===== src/rtl/cache_req_index_arbiter.sv =====
// AR/AW request arbiter for the DRAM-cache front end: one holding register per
// channel, round-robin or read-priority grant, packed push into the request FIFO.
module cache_req_index_arbiter #(
    parameter int unsigned ID_W     = 32,
    parameter int unsigned ADDR_W   = 32,
    parameter int unsigned OFFSET_W = 6,
    parameter int unsigned INDEX_W  = 4,
    parameter int unsigned ARB_MODE = 0,
    parameter int unsigned CNT_W    = 16,
    parameter int unsigned DATA_W   = 1 + ID_W + ADDR_W
) (
    input  logic              clk,
    input  logic              rst,
    input  logic [ID_W-1:0]   arid_i,
    input  logic [ADDR_W-1:0] araddr_i,
    input  logic              arvalid_i,
    output logic              arready_o,
    input  logic [ID_W-1:0]   awid_i,
    input  logic [ADDR_W-1:0] awaddr_i,
    input  logic              awvalid_i,
    output logic              awready_o,
    output logic [INDEX_W-1:0] index_o,
    input  logic              fifo_afull_i,
    output logic              fifo_write_en_o,
    output logic [DATA_W-1:0] fifo_data_o,
    output logic [CNT_W-1:0]  rd_cnt_o,
    output logic [CNT_W-1:0]  wr_cnt_o
);

    typedef enum logic {
        FAV_AR = 1'b0,
        FAV_AW = 1'b1
    } rr_e;

    rr_e               rr_q, rr_d;

    logic              ar_v_q, ar_v_d;
    logic [ID_W-1:0]   ar_id_q, ar_id_d;
    logic [ADDR_W-1:0] ar_addr_q, ar_addr_d;

    logic              aw_v_q, aw_v_d;
    logic [ID_W-1:0]   aw_id_q, aw_id_d;
    logic [ADDR_W-1:0] aw_addr_q, aw_addr_d;

    logic              we_q, we_d;
    logic [DATA_W-1:0] data_q, data_d;
    logic [INDEX_W-1:0] index_q, index_d;
    logic [CNT_W-1:0]  rd_cnt_q, rd_cnt_d;
    logic [CNT_W-1:0]  wr_cnt_q, wr_cnt_d;

    logic              ar_hs, aw_hs;
    logic              gnt_ar, gnt_aw;
    logic [ID_W-1:0]   sel_id;
    logic [ADDR_W-1:0] sel_addr;

    // Ready is forced low during reset so nothing is accepted on the reset edge.
    assign arready_o = !ar_v_q && !rst;
    assign awready_o = !aw_v_q && !rst;
    assign ar_hs     = arvalid_i && arready_o;
    assign aw_hs     = awvalid_i && awready_o;

    always_comb begin
        gnt_ar = 1'b0;
        gnt_aw = 1'b0;
        if (!fifo_afull_i) begin
            if (ar_v_q && aw_v_q) begin
                if (ARB_MODE == 1 || rr_q == FAV_AR) begin
                    gnt_ar = 1'b1;
                end else begin
                    gnt_aw = 1'b1;
                end
            end else begin
                gnt_ar = ar_v_q;
                gnt_aw = aw_v_q;
            end
        end
    end

    assign sel_id   = gnt_aw ? aw_id_q   : ar_id_q;
    assign sel_addr = gnt_aw ? aw_addr_q : ar_addr_q;

    always_comb begin
        rr_d      = rr_q;
        ar_v_d    = ar_v_q;
        ar_id_d   = ar_id_q;
        ar_addr_d = ar_addr_q;
        aw_v_d    = aw_v_q;
        aw_id_d   = aw_id_q;
        aw_addr_d = aw_addr_q;
        we_d      = 1'b0;
        data_d    = data_q;
        index_d   = index_q;
        rd_cnt_d  = rd_cnt_q;
        wr_cnt_d  = wr_cnt_q;

        // A granted register is full, so its ready is low and no reload can collide.
        if (gnt_ar) begin
            ar_v_d = 1'b0;
        end
        if (ar_hs) begin
            ar_v_d    = 1'b1;
            ar_id_d   = arid_i;
            ar_addr_d = araddr_i;
        end
        if (gnt_aw) begin
            aw_v_d = 1'b0;
        end
        if (aw_hs) begin
            aw_v_d    = 1'b1;
            aw_id_d   = awid_i;
            aw_addr_d = awaddr_i;
        end

        if (gnt_ar || gnt_aw) begin
            we_d    = 1'b1;
            data_d  = {gnt_aw, sel_id, sel_addr};
            index_d = sel_addr[OFFSET_W +: INDEX_W];
            rr_d    = gnt_ar ? FAV_AW : FAV_AR;
        end

        if (gnt_ar && rd_cnt_q != '1) begin
            rd_cnt_d = rd_cnt_q + CNT_W'(1);
        end
        if (gnt_aw && wr_cnt_q != '1) begin
            wr_cnt_d = wr_cnt_q + CNT_W'(1);
        end
    end

    always_ff @(posedge clk) begin
        if (rst) begin
            rr_q      <= FAV_AR;
            ar_v_q    <= 1'b0;
            ar_id_q   <= '0;
            ar_addr_q <= '0;
            aw_v_q    <= 1'b0;
            aw_id_q   <= '0;
            aw_addr_q <= '0;
            we_q      <= 1'b0;
            data_q    <= '0;
            index_q   <= '0;
            rd_cnt_q  <= '0;
            wr_cnt_q  <= '0;
        end else begin
            rr_q      <= rr_d;
            ar_v_q    <= ar_v_d;
            ar_id_q   <= ar_id_d;
            ar_addr_q <= ar_addr_d;
            aw_v_q    <= aw_v_d;
            aw_id_q   <= aw_id_d;
            aw_addr_q <= aw_addr_d;
            we_q      <= we_d;
            data_q    <= data_d;
            index_q   <= index_d;
            rd_cnt_q  <= rd_cnt_d;
            wr_cnt_q  <= wr_cnt_d;
        end
    end

    assign fifo_write_en_o = we_q;
    assign fifo_data_o     = data_q;
    assign index_o         = index_q;
    assign rd_cnt_o        = rd_cnt_q;
    assign wr_cnt_o        = wr_cnt_q;

endmodule


===== config.mk =====
export PLATFORM = sky130hd
export DESIGN_NAME = cache_req_index_arbiter
export DESIGN_NICKNAME = d
export VERILOG_FILES = /design/src/rtl/cache_req_index_arbiter.sv
export SDC_FILE = /design/constraint.sdc
export NUM_CORES = 1
export LEC_CHECK = 0
export CAP_MARGIN = 20
export CORE_MARGIN = 5
export CORE_UTILIZATION = 46
export CTS_BUF_LIST = sky130_fd_sc_hd__clkbuf_8
export CTS_CLUSTER_DIAMETER = 200
export DETAILED_ROUTE_END_ITERATION = 6
export PLACE_DENSITY_LB_ADDON = 0.12
export SYNTH_ARGS = -nofsm -noshare
export SYNTH_HDL_FRONTEND = slang
export SYNTH_SLANG_ARGS = --single-unit

===== constraint.sdc =====
create_clock -name clk -period 1.9 [get_ports clk]
set_input_delay 0.38 -clock clk [delete_from_list [all_inputs] [get_ports clk]]
set_output_delay 0.38 -clock clk [all_outputs]
set_load 0.02 [all_outputs]

Yosys cells after proc, flatten, opt, wreduce, memory -nomap -nowiden:

Index checks and enable logic that the tools add are counted.
Widths: inputs -> output; s select.

* register bits after elaboration: 233

* muxes and demuxes: 14
* add/sub/neg operators: 2
* reductions and logical operators: 13
* eq/ne operators: 2

Operators by type and width (count)
* $mux 32: 2
* $add 16x1->16 const B: 2
* $ne 16x16->1 const B: 2
* $mux 1: 12
* $logic_and 1x1->1: 7
* $reduce_bool 2->1: 2
* $logic_not 1->1: 3
* $logic_or 1x1->1: 1

Longest topological paths before layout:

Gate-level depths: netlist (run 1).

* depth in word-level cells: 5
* mapped depth: 8
* depth with buffers taken out: 5

Worst setup path after synthesis (run 1):

OpenSTA, ideal clock, no wires.

* path kind: register to register
* start: register rd_cnt_q[0], in the netlist rd_cnt_o[0]
* end: register rd_cnt_q[5], in the netlist rd_cnt_o[5]
* slack: -0.082 ns
* buffers on the path: 1
* stages on the path, launching flop included: 7
* clock period less this slack: 1.982 ns
* setup time: 0.121 ns
* arrival: 1.862 ns
* cell sequence: dfxtp_1 -> ha_1 -> nand3_1 -> nor4_1 -> clkbuf_1 -> nor4_1 -> mux2_2

* word-level cells in the longest chain between the ends: 2
* elaborated cells between the ends (all ways): 3
* classes of those cells: 1 x add/sub; 1 x eq/ne; 1 x reduce/logical

Ends and longest elaborated chain
* from (decl): RTL line 48 `logic [CNT_W-1:0] rd_cnt_q, rd_cnt_d;`
* from (signal assigned): RTL line 154 `rd_cnt_q <= rd_cnt_d;`
* branches (longest 2 deep; another with $add 16x1->16)

Parallel ways; which one is timed is not known.
A chain may end at the register's enable or synchronous reset.

Worst setup path after layout (run 1):

* start: register data_q[12], in the netlist fifo_data_o[12]
* end: output port fifo_data_o[12]

RTL lines
* from (decl): RTL line 46 `logic [DATA_W-1:0] data_q, data_d;`
* from (signal assigned): RTL line 152 `data_q <= data_d;`
* to (decl): RTL line 25 `output logic [DATA_W-1:0] fifo_data_o,`

No word-level cell between the ends.

==> results of run 1 <==
==> timing repair <==
item / 4_1_cts / 5_1_grt
buffers inserted: 0 / 0
endpoints found under the setup margin: 67 / 51
gates resized for setup: 66 / 37
==> path summary, 6_finish.rpt <==
| kind | from | to | slack, ns | cells past startpoint |
|---|---|---|---|---|
| worst max register to register | rd_cnt_o[6] | rd_cnt_o[9] | 0.11 | 4 |
| worst max-delay path | fifo_data_o[12] | fifo_data_o[12] | 0.05 | 1 |
| worst min-delay path | rst | aw_addr_q[21] | 0.39 | 4 |
| worst min register to register | fifo_data_o[64] | fifo_data_o[64] | 0.46 | 2 |
==> final cells by class <==
class / count / share of cell area, %
Multi-Input combinational cell: 750 / 33.8
Inverter: 5 / 0.144
Clock inverter: 18 / 0.587
Tap cell: 270 / 2.60
Clock buffer: 46 / 4.87
Sequential cell: 229 / 35.3
Timing Repair Buffer: 291 / 22.7
==> sequential cells by signal (all words and copies together), names as in the netlist <==
signal / cells
fifo_data_o: 65
ar_addr_q: 32
ar_id_q: 32
aw_addr_q: 32
aw_id_q: 32
rd_cnt_o: 16
wr_cnt_o: 16
ar_v_q: 1
aw_v_q: 1
fifo_write_en_o: 1
rr_q: 1
==> routing by layer <==
layer / track usage (%) / vias up / wire length, µm
met4: 7.45 / 0 / 667
met2: 31.6 / 221 / 10700
met1: 25.3 / 3675 / 11100
met5: 0 / - / 0
met3: 6.84 / 41 / 1770
li1: - / 4189 / -
==> power by group through the flow <==
stage	logic [mW]	clock network, mW	registers (mW)
5_1_grt	1.70	4.42	5.34
2_1_floorplan	0.670	0	5.52
4_1_cts	1.58	4.21	5.30
6_report	1.55	4.06	5.30
3_3_place_gp	1.60	0	5.40
3_5_place_dp	1.62	0	5.40
==> per-stage QoR <==
stage	total power, mW	cell area (µm²)	worst slack, ns	hold slack, ns
global placement	6.99	12300	-0.399	0.446
detailed placement	7.02	12300	-0.440	0.451
finish	10.9	13000	0.0483	0.393
CTS	11.1	12900	0.000760	0.361
global route	11.5	13000	0.00172	0.376
floorplan	6.19	9310	-0.0358	0.449
==> cell families (layout without fill, tap and decap cells) <==
| logic type | after synthesis | after routing | synth area share [%] |
|---|---|---|---|
| AO/OA/AOI/OAI | 250 | 250 | 15.9 |
| AND/OR/NAND/NOR | 429 | 429 | 23.2 |
| buffers and inverters | 87 | 360 | 3.81 |
| adder cells (fa/ha/maj) | 2 | 2 | 0.269 |
| multiplexers | 69 | 69 | 7.48 |
| flip-flops | 229 | 229 | 49.3 |
==> cells in the final DEF, fill, tap and decap left out, types with 3 or more instances in the layout <==
master,count
a211oi_1,67
a21oi_1,25
a31oi_1,3
and3_1,3
and4_1,3
buf_12,15
buf_4,40
clkbuf_8,46
clkdlybuf4s50_1,139
dfxtp_1,224
dfxtp_2,5
dlygate4sd2_1,65
dlymetal6s2s_1,30
inv_1,21
mux2_2,4
mux2i_1,65
nand2_1,138
nand2b_1,132
nand3_1,9
nand4_1,9
nor2_1,81
nor2b_1,4
nor3_1,7
o21ai_0,134
o31ai_1,16
or3_1,7
or4_1,13
==> impl_metrics.env, run 1 <==
export IMPL_hold_viol_final=0
export IMPL_antenna_cells=0
export IMPL_yosysSeqAreaShare_pct=49.3
export IMPL_relSlewSlack_pct=50.6
export IMPL_path_buf_inv=1
export IMPL_worstPathArrival_ns=1.47
export IMPL_crit_type="flip-flop to primary output"
export IMPL_vias=8126
export IMPL_initial_core_util_pct=46.4
export IMPL_start_kind="flip-flop"
export IMPL_p_leak_nw=5.46
export IMPL_rows=52
export IMPL_wl_per_cell_um=15.1
export IMPL_cts_tree="yes"
export IMPL_via_per_inst=5.05
export IMPL_synthCells=1066
export IMPL_dpl_cell_count=1545
export IMPL_clock_sinks=229
export IMPL_grt_pass1_vias=7927
export IMPL_synth_nets=1201
export IMPL_fin_crit_sh_pct=97.5
export IMPL_finalWorstPathRequiredPeriod_ns=1.85
export IMPL_fillers=1834
export IMPL_setup_viol=0
export IMPL_cp_top_family="buffers and inverters"
export IMPL_grt_pass1_wl_um=39100
export IMPL_async_reset_ff_share_pct=0
export IMPL_grt_start_max_net_pins=154
export IMPL_yosysTopAreaCellShare_pct=49.3
export IMPL_synth_distinct_cells=38
export IMPL_ys_top_cells_by_count="229 x dfxtp_1, 139 x nand2_1, 134 x o21ai_0"
export IMPL_io_buffers=236
export IMPL_p_per_area_nw_per_um2=839
export IMPL_clk_latency_ns=0.53
export IMPL_drive_above_1_share_pct=9.86
export IMPL_cp_slowest_cell="clkdlybuf4s50_1"
export IMPL_finalNetCount=1451
export IMPL_synth_top_cell_by_area="dfxtp_1"
export IMPL_syn_area_per_cell_um2=8.72
export IMPL_ys_flop_type="dfxtp_1"
export IMPL_slowest_delay_ns=0.60
export IMPL_cp_end_kind="primary output"
export IMPL_fp_dieW_um=152
export IMPL_power_net_switching_mw=2.81
export IMPL_drtPass1Iterations=4
export IMPL_synthToLayoutAreaGrowth_pct=39.9
export IMPL_crit_chain="clkdlybuf4s50_1"
export IMPL_fin_cells=1609
export IMPL_p_clk_share_pct=37.2
export IMPL_hp_class="input pin to flip-flop"
export IMPL_drv_cap=0
export IMPL_comb_power_share_pct=14.2
export IMPL_swShare_pct=25.8
export IMPL_multiInputGateArea_um2=4400
export IMPL_final_antenna_net_count=0
export IMPL_gp_congestion=0.811
export IMPL_vdd_drop_max_mv=0.481
export IMPL_cts_buffers=39
export IMPL_initialDrtViolationCount=279
export IMPL_rsz0062_at_grt="no"
export IMPL_clock_skew_ns=0.0209
export IMPL_antenna_found_initial=0
export IMPL_hpwl_um=16400
export IMPL_h_tree_depth=2
export IMPL_dieArea_um2=23200
export IMPL_drc_errors=0
export IMPL_worst_slew_pin_slew_ns=0.741
export IMPL_seq_area_um2=4590
export IMPL_cts_buffer_depth=3
export IMPL_core_area_um2=20000
export IMPL_required_ns=1.52
export IMPL_fin_setup_tns_ns=0
export IMPL_finalMaxSlewViolations=0
export IMPL_synth_area_top_cells="dfxtp_1 49%, nand2b_1 8.9%, o21ai_0 7.2%, mux2i_1 7.0%, nand2_1 5.6%"
export IMPL_fmax_mhz=540
export IMPL_track_usage_pct=19.9
export IMPL_final_util_pct=64.9
export IMPL_wl_um=24300
export IMPL_synth_most_common_cell="dfxtp_1"
export IMPL_internal_power_mw=8.10
export IMPL_ys_ff_latch=229
export IMPL_clk_pin_slew_ns=0.06
export IMPL_postCtsHoldBufs=0
export IMPL_critPathMaxFanout=2
export IMPL_yosys_warnings=0
export IMPL_pin_count=237
export IMPL_sequentialPowerShare_pct=48.6
export IMPL_gr_total_overflow=0
export IMPL_syn_area_um2=9300
export IMPL_synth_edf_count=0
export IMPL_die_h_um=152
export IMPL_status="completed"
export IMPL_cts_root_buffer="clkbuf_8"
Power figures use the tool's default switching activity.
==> run 2: changes to the inputs <==
CELL_PAD_IN_SITES_DETAIL_PLACEMENT = 1   (was not set)
CELL_PAD_IN_SITES_GLOBAL_PLACEMENT = 2   (was not set)
CORE_UTILIZATION = 27   (was 46)
==> run 2 against run 1 <==
Sequential share of layout area fell by 0.81 points. Wire length increased by 21%. Clock skew about the same. Critical endpoint is now fifo_write_en_o. Sequential power hardly changed. Register-to-register slack worse by 0.02 ns. Via count up 2.1%. Combinational power barely moved. Global-route usage fell by 5.2 points. Final cell count increased by 12%. Clock-buffer cell count rose by 7.
==> impl_metrics.env, run 2 (same netlist as run 1, synthesis figures left out) <==
export IMPL_hold_viol_final=0
export IMPL_r2r_start="rd_cnt_o[6]"
export IMPL_fin_setup_tns_ns=0
export IMPL_worst_slack_ns=0.0519
export IMPL_cts_tree="yes"
export IMPL_h_tree_depth=2
export IMPL_die_h_um=196
export IMPL_finalNetCount=1461
export IMPL_vias=8294
export IMPL_drt_met1_wl_um=13700
export IMPL_largest_register_ffs=65
export IMPL_worstHoldPathCells=3
export IMPL_cts_setup_buffers=0
export IMPL_grt_start_max_net_pins=171
export IMPL_post_place_ws_ns=-0.542
export IMPL_min_to="fifo_write_en_o"
export IMPL_hpwl_um=19900
export IMPL_whs_ns=0.378
export IMPL_dieArea_um2=38200
export IMPL_cts_buffers=44
export IMPL_start_kind="flip-flop"
export IMPL_layout_common_cells="224 x dfxtp_1, 138 x nand2_1, 134 x o21ai_0, 132 x nand2b_1, 132 x clkdlybuf4s50_1"
export IMPL_gp_congestion=0.717
export IMPL_grt_pass1_vias=8602
export IMPL_worst_slew_pin_slew_ns=0.699
export IMPL_antenna_cells=0
export IMPL_setup_viol=0
export IMPL_reg2reg_depth=5
export IMPL_vdd_drop_max_mv=0.377
export IMPL_drive_above_1_share_pct=10.8
export IMPL_cp_slowest_cell="clkdlybuf4s50_1"
export IMPL_fin_crit_sh_pct=97.3
export IMPL_hp_class="input pin to flip-flop"
export IMPL_rows=68
export IMPL_cp_top_family="buffers and inverters"
export IMPL_highest_layer="met5"
export IMPL_crit_chain="clkdlybuf4s50_1"
export IMPL_path_buf_inv=1
export IMPL_cp_end_kind="primary output"
export IMPL_drv_cap=0
export IMPL_clk_pin_slew_ns=0.06
export IMPL_wl_met3_um=1990
export IMPL_core_area_um2=34300
export IMPL_final_common_cell="dfxtp_1"
export IMPL_required_ns=1.52
export IMPL_fp_dieW_um=196
export IMPL_critPathMaxFanout=1
export IMPL_p_leak_nw=5.28
export IMPL_fillers=3987
export IMPL_synthToLayoutAreaGrowth_pct=43.2
export IMPL_clk_latency_ns=0.55
export IMPL_dpl_cell_area_um2=12600
export IMPL_rsz0062_at_grt="no"
export IMPL_worstPathArrival_ns=1.47
export IMPL_seq_area_um2=4590
export IMPL_grt_pass1_wl_um=46700
export IMPL_track_usage_pct=14.8
export IMPL_drtPass1Iterations=4
export IMPL_postCtsHoldBufs=0
export IMPL_fmax_mhz=541
export IMPL_finalWorstPathRequiredPeriod_ns=1.85
export IMPL_pin_count=237
export IMPL_worst_r2r_endpoint="rd_cnt_o[8]"
export IMPL_initial_core_util_pct=27.1
export IMPL_gr_total_overflow=0
export IMPL_status="completed"
export IMPL_fin_cells=1810
export IMPL_initialDrtViolationCount=225
export IMPL_finalMaxSlewViolations=0
export IMPL_dr_wl_met2_um=13000
export IMPL_wl_um=29300
export IMPL_multiInputGateArea_um2=4400
export IMPL_drc_errors=0
export IMPL_p_per_area_nw_per_um2=861
export IMPL_cts_buffer_depth=3
export IMPL_wl_per_cell_um=16.2
export IMPL_dpl_cell_count=1735
export IMPL_crit_type="flip-flop to primary output"
export IMPL_relSlewSlack_pct=53.4
export IMPL_via_per_inst=4.58
export IMPL_fin_area_um2=13300
export IMPL_antenna_found_initial=3
export IMPL_final_antenna_net_count=0
export IMPL_clock_sinks=229
export IMPL_cts_root_buffer="clkbuf_8"
export IMPL_r2r_setup_slack_ns=0.09
export IMPL_clock_skew_ns=0.0205
export IMPL_io_buffers=236
export IMPL_slowest_delay_ns=0.64
export IMPL_hold_start="rst"
==> run 2: worst min-delay path: cells and delay by family <==
kind                   cells  cell delay (ns)
buffers and inverters      2             0.33
AND/OR/NAND/NOR            1             0.15
==> run 2: area by class of cell <==
cell class / count / area share [%]
clock buffers: 53 / 5.48
repair buffers: 296 / 21.9
multi-input cells: 750 / 33.1
well taps: 455 / 4.28
inverters: 5 / 0.141
flip-flops and latches: 229 / 34.5
clock inverters: 22 / 0.705
==> run 2: worst max path at each step <==
stage / cells past startpoint / endpoint / from
detailed placement: 5 / rd_cnt_o[9] / fifo_afull_i
finish: 1 / fifo_write_en_o / fifo_write_en_o
floorplan: 6 / rd_cnt_o[5] / rd_cnt_o[0]
global placement: 5 / rd_cnt_o[13] / fifo_afull_i
CTS: 1 / fifo_data_o[16] / fifo_data_o[16]
global route: 3 / awready_o / aw_v_q
==> run 2: metal layers <==
layer	vias to the layer above	GRT usage (%)
li1	4204	-
met1	3853	19.4
met2	173	23.7
met3	58	4.61
met4	6	3.70
met5	-	0
==> run 2: through the flow <==
stage,total power [mW],util (%)
6_report,11.5,38.8
5_1_grt,12.1,38.8
4_1_cts,11.7,38.7
3_5_place_dp,7.09,36.7
3_3_place_gp,7.08,36.7
2_1_floorplan,6.19,-
==> run 2: timing repair <==
action                                  CTS  global route
pin swaps                                 0             1
gates resized for setup                 102            11
endpoints found under the setup margin   98            13
==> run 2: power breakdown <==
group,internal (mW),switching (mW),total (mW)
clock,2.50,2.09,4.59
sequential,5.13,0.170,5.30
combinational,0.765,0.803,1.57
==> run 3: changes to the inputs <==
PLACE_DENSITY_LB_ADDON = 0.08   (was 0.12)
==> run 3 against run 2 <==
Worst setup slack gained 0.012 ns. Worst hold slack got worse by 0.040 ns. Clock power shrank 1%. Wire length fell by 0.45%. Sequential share of layout area grew 0.17 points. Critical path depth unchanged. Clock-buffer cell count stayed put. Non-clock buffer count decreased by 3. First-iteration DRC count decreased by 2.7%. Sequential cell count did not move. Core utilization down 0.20 points.
==> impl_metrics.env, run 3 (same netlist as run 1, synthesis figures left out) <==
export IMPL_status="completed"
export IMPL_initial_core_util_pct=27.1
export IMPL_p_leak_nw=5.24
export IMPL_fmax_mhz=545
export IMPL_antenna_found_initial=4
export IMPL_slowest_delay_ns=0.60
export IMPL_clock_skew_ns=0.0192
export IMPL_finalNetCount=1459
export IMPL_drtPass1Iterations=4
export IMPL_rows=68
export IMPL_drive_above_1_share_pct=10.4
export IMPL_cp_end_kind="primary output"
export IMPL_fin_area_um2=13200
export IMPL_final_common_cell="dfxtp_1"
export IMPL_clk_pin_slew_ns=0.05
export IMPL_io_buffers=236
export IMPL_grt_start_max_net_pins=154
export IMPL_crit_type="flip-flop to primary output"
export IMPL_grt_pass1_wl_um=46900
export IMPL_postCtsHoldBufs=0
export IMPL_finalMaxSlewViolations=0
export IMPL_cts_tree="yes"
export IMPL_critical_path_depth=1
export IMPL_worstHoldPathCells=4
export IMPL_worst_r2r_endpoint="rd_cnt_o[8]"
export IMPL_dpl_cell_area_um2=12500
export IMPL_worst_slew_pin_slew_ns=0.766
export IMPL_r2r_setup_slack_ns=0.10
export IMPL_gr_total_overflow=0
export IMPL_gp_congestion=0.714
export IMPL_cp_startpoint="fifo_data_o[15]"
export IMPL_p_total_mw=11.4
export IMPL_vias=8272
export IMPL_dieArea_um2=38200
export IMPL_setup_viol=0
export IMPL_wl_um=29200
export IMPL_grt_pass1_vias=8624
export IMPL_p_per_area_nw_per_um2=860
export IMPL_start_kind="flip-flop"
export IMPL_hold_viol_final=0
export IMPL_r2r_start="rd_cnt_o[6]"
export IMPL_drv_cap=0
export IMPL_cts_buffer_depth=3
export IMPL_cts_setup_buffers=0
export IMPL_final_util_pct=38.6
export IMPL_clk_latency_ns=0.54
export IMPL_critPathMaxFanout=2
export IMPL_reg2reg_depth=5
export IMPL_fin_setup_tns_ns=0
export IMPL_whs_ns=0.338
export IMPL_wl_per_cell_um=16.2
export IMPL_required_ns=1.52
export IMPL_multiInputGateArea_um2=4400
export IMPL_min_to="aw_addr_q[2]"
export IMPL_track_usage_pct=14.9
export IMPL_fp_dieW_um=196
export IMPL_pin_count=237
export IMPL_cts_buffers=45
export IMPL_rsz0062_at_grt="no"
export IMPL_worstPathArrival_ns=1.46
export IMPL_final_antenna_net_count=0
export IMPL_hold_start="rst"
export IMPL_synthToLayoutAreaGrowth_pct=42.5
export IMPL_relSlewSlack_pct=48.9
export IMPL_fin_crit_sh_pct=96.6
export IMPL_cts_root_buffer="clkbuf_8"
export IMPL_seq_area_um2=4590
export IMPL_path_buf_inv=1
export IMPL_largest_register_ffs=65
export IMPL_h_tree_depth=2
export IMPL_initialDrtViolationCount=219
export IMPL_hpwl_um=19700
export IMPL_layout_common_cells="225 x dfxtp_1, 138 x nand2_1, 134 x o21ai_0, 133 x clkdlybuf4s50_1, 132 x nand2b_1"
export IMPL_hp_class="input pin to flip-flop"
export IMPL_clock_sinks=229
export IMPL_die_h_um=196
export IMPL_cp_slowest_cell="clkdlybuf4s50_1"
export IMPL_cp_top_family="buffers and inverters"
export IMPL_core_area_um2=34300
export IMPL_crit_chain="clkdlybuf4s50_1"
export IMPL_fillers=3992
export IMPL_drc_errors=0
export IMPL_vdd_drop_max_mv=0.569
export IMPL_via_per_inst=4.58
export IMPL_finalWorstPathRequiredPeriod_ns=1.84
[run 3: per-stage QoR]
stage	worst slack, ns	cells
floorplan	-0.0358	1066
global placement	-0.484	1732
detailed placement	-0.508	1732
CTS	0.000175	1804
global route	0.00305	1804
finish	0.0644	1805
[run 3: power by group]
group          switching [mW]  internal, mW
Clock                    2.05          2.48
Combinational           0.789         0.759
Sequential              0.172          5.14
Total                    3.01          8.38
[run 3: layout make-up]
cell class	instances	share of cell area [%]
antenna	1	0.0189
clock buffer	53	5.51
clock inverter	19	0.576
inverter	5	0.142
multi-input combinational	750	33.2
sequential	229	34.6
tap	455	4.30
timing repair buffer	293	21.6
[run 3: what timing repair did]
action,in CTS,in global routing
gates cloned,0,0
resized for setup,102,8
endpoints found under the setup margin,97,11
pin swaps,0,1
[run 3: worst max path at each step]
| stage | end | slack (ns) |
|---|---|---|
| floorplan | rd_cnt_o[5] | -0.04 |
| global placement | rd_cnt_o[13] | -0.48 |
| detailed placement | rd_cnt_o[11] | -0.51 |
| CTS | fifo_data_o[14] | 0.0002 |
| global route | awready_o | 0.003 |
| finish | fifo_data_o[15] | 0.06 |
[run 3: per-layer routing]
metal,global-route usage [%],vias to the layer above,part of all wire [%]
li1,-,4210,-
met1,19.3,3821,46
met2,24.0,186,45
met3,4.76,47,7.1
met4,3.72,8,1.6
met5,0,-,0.14
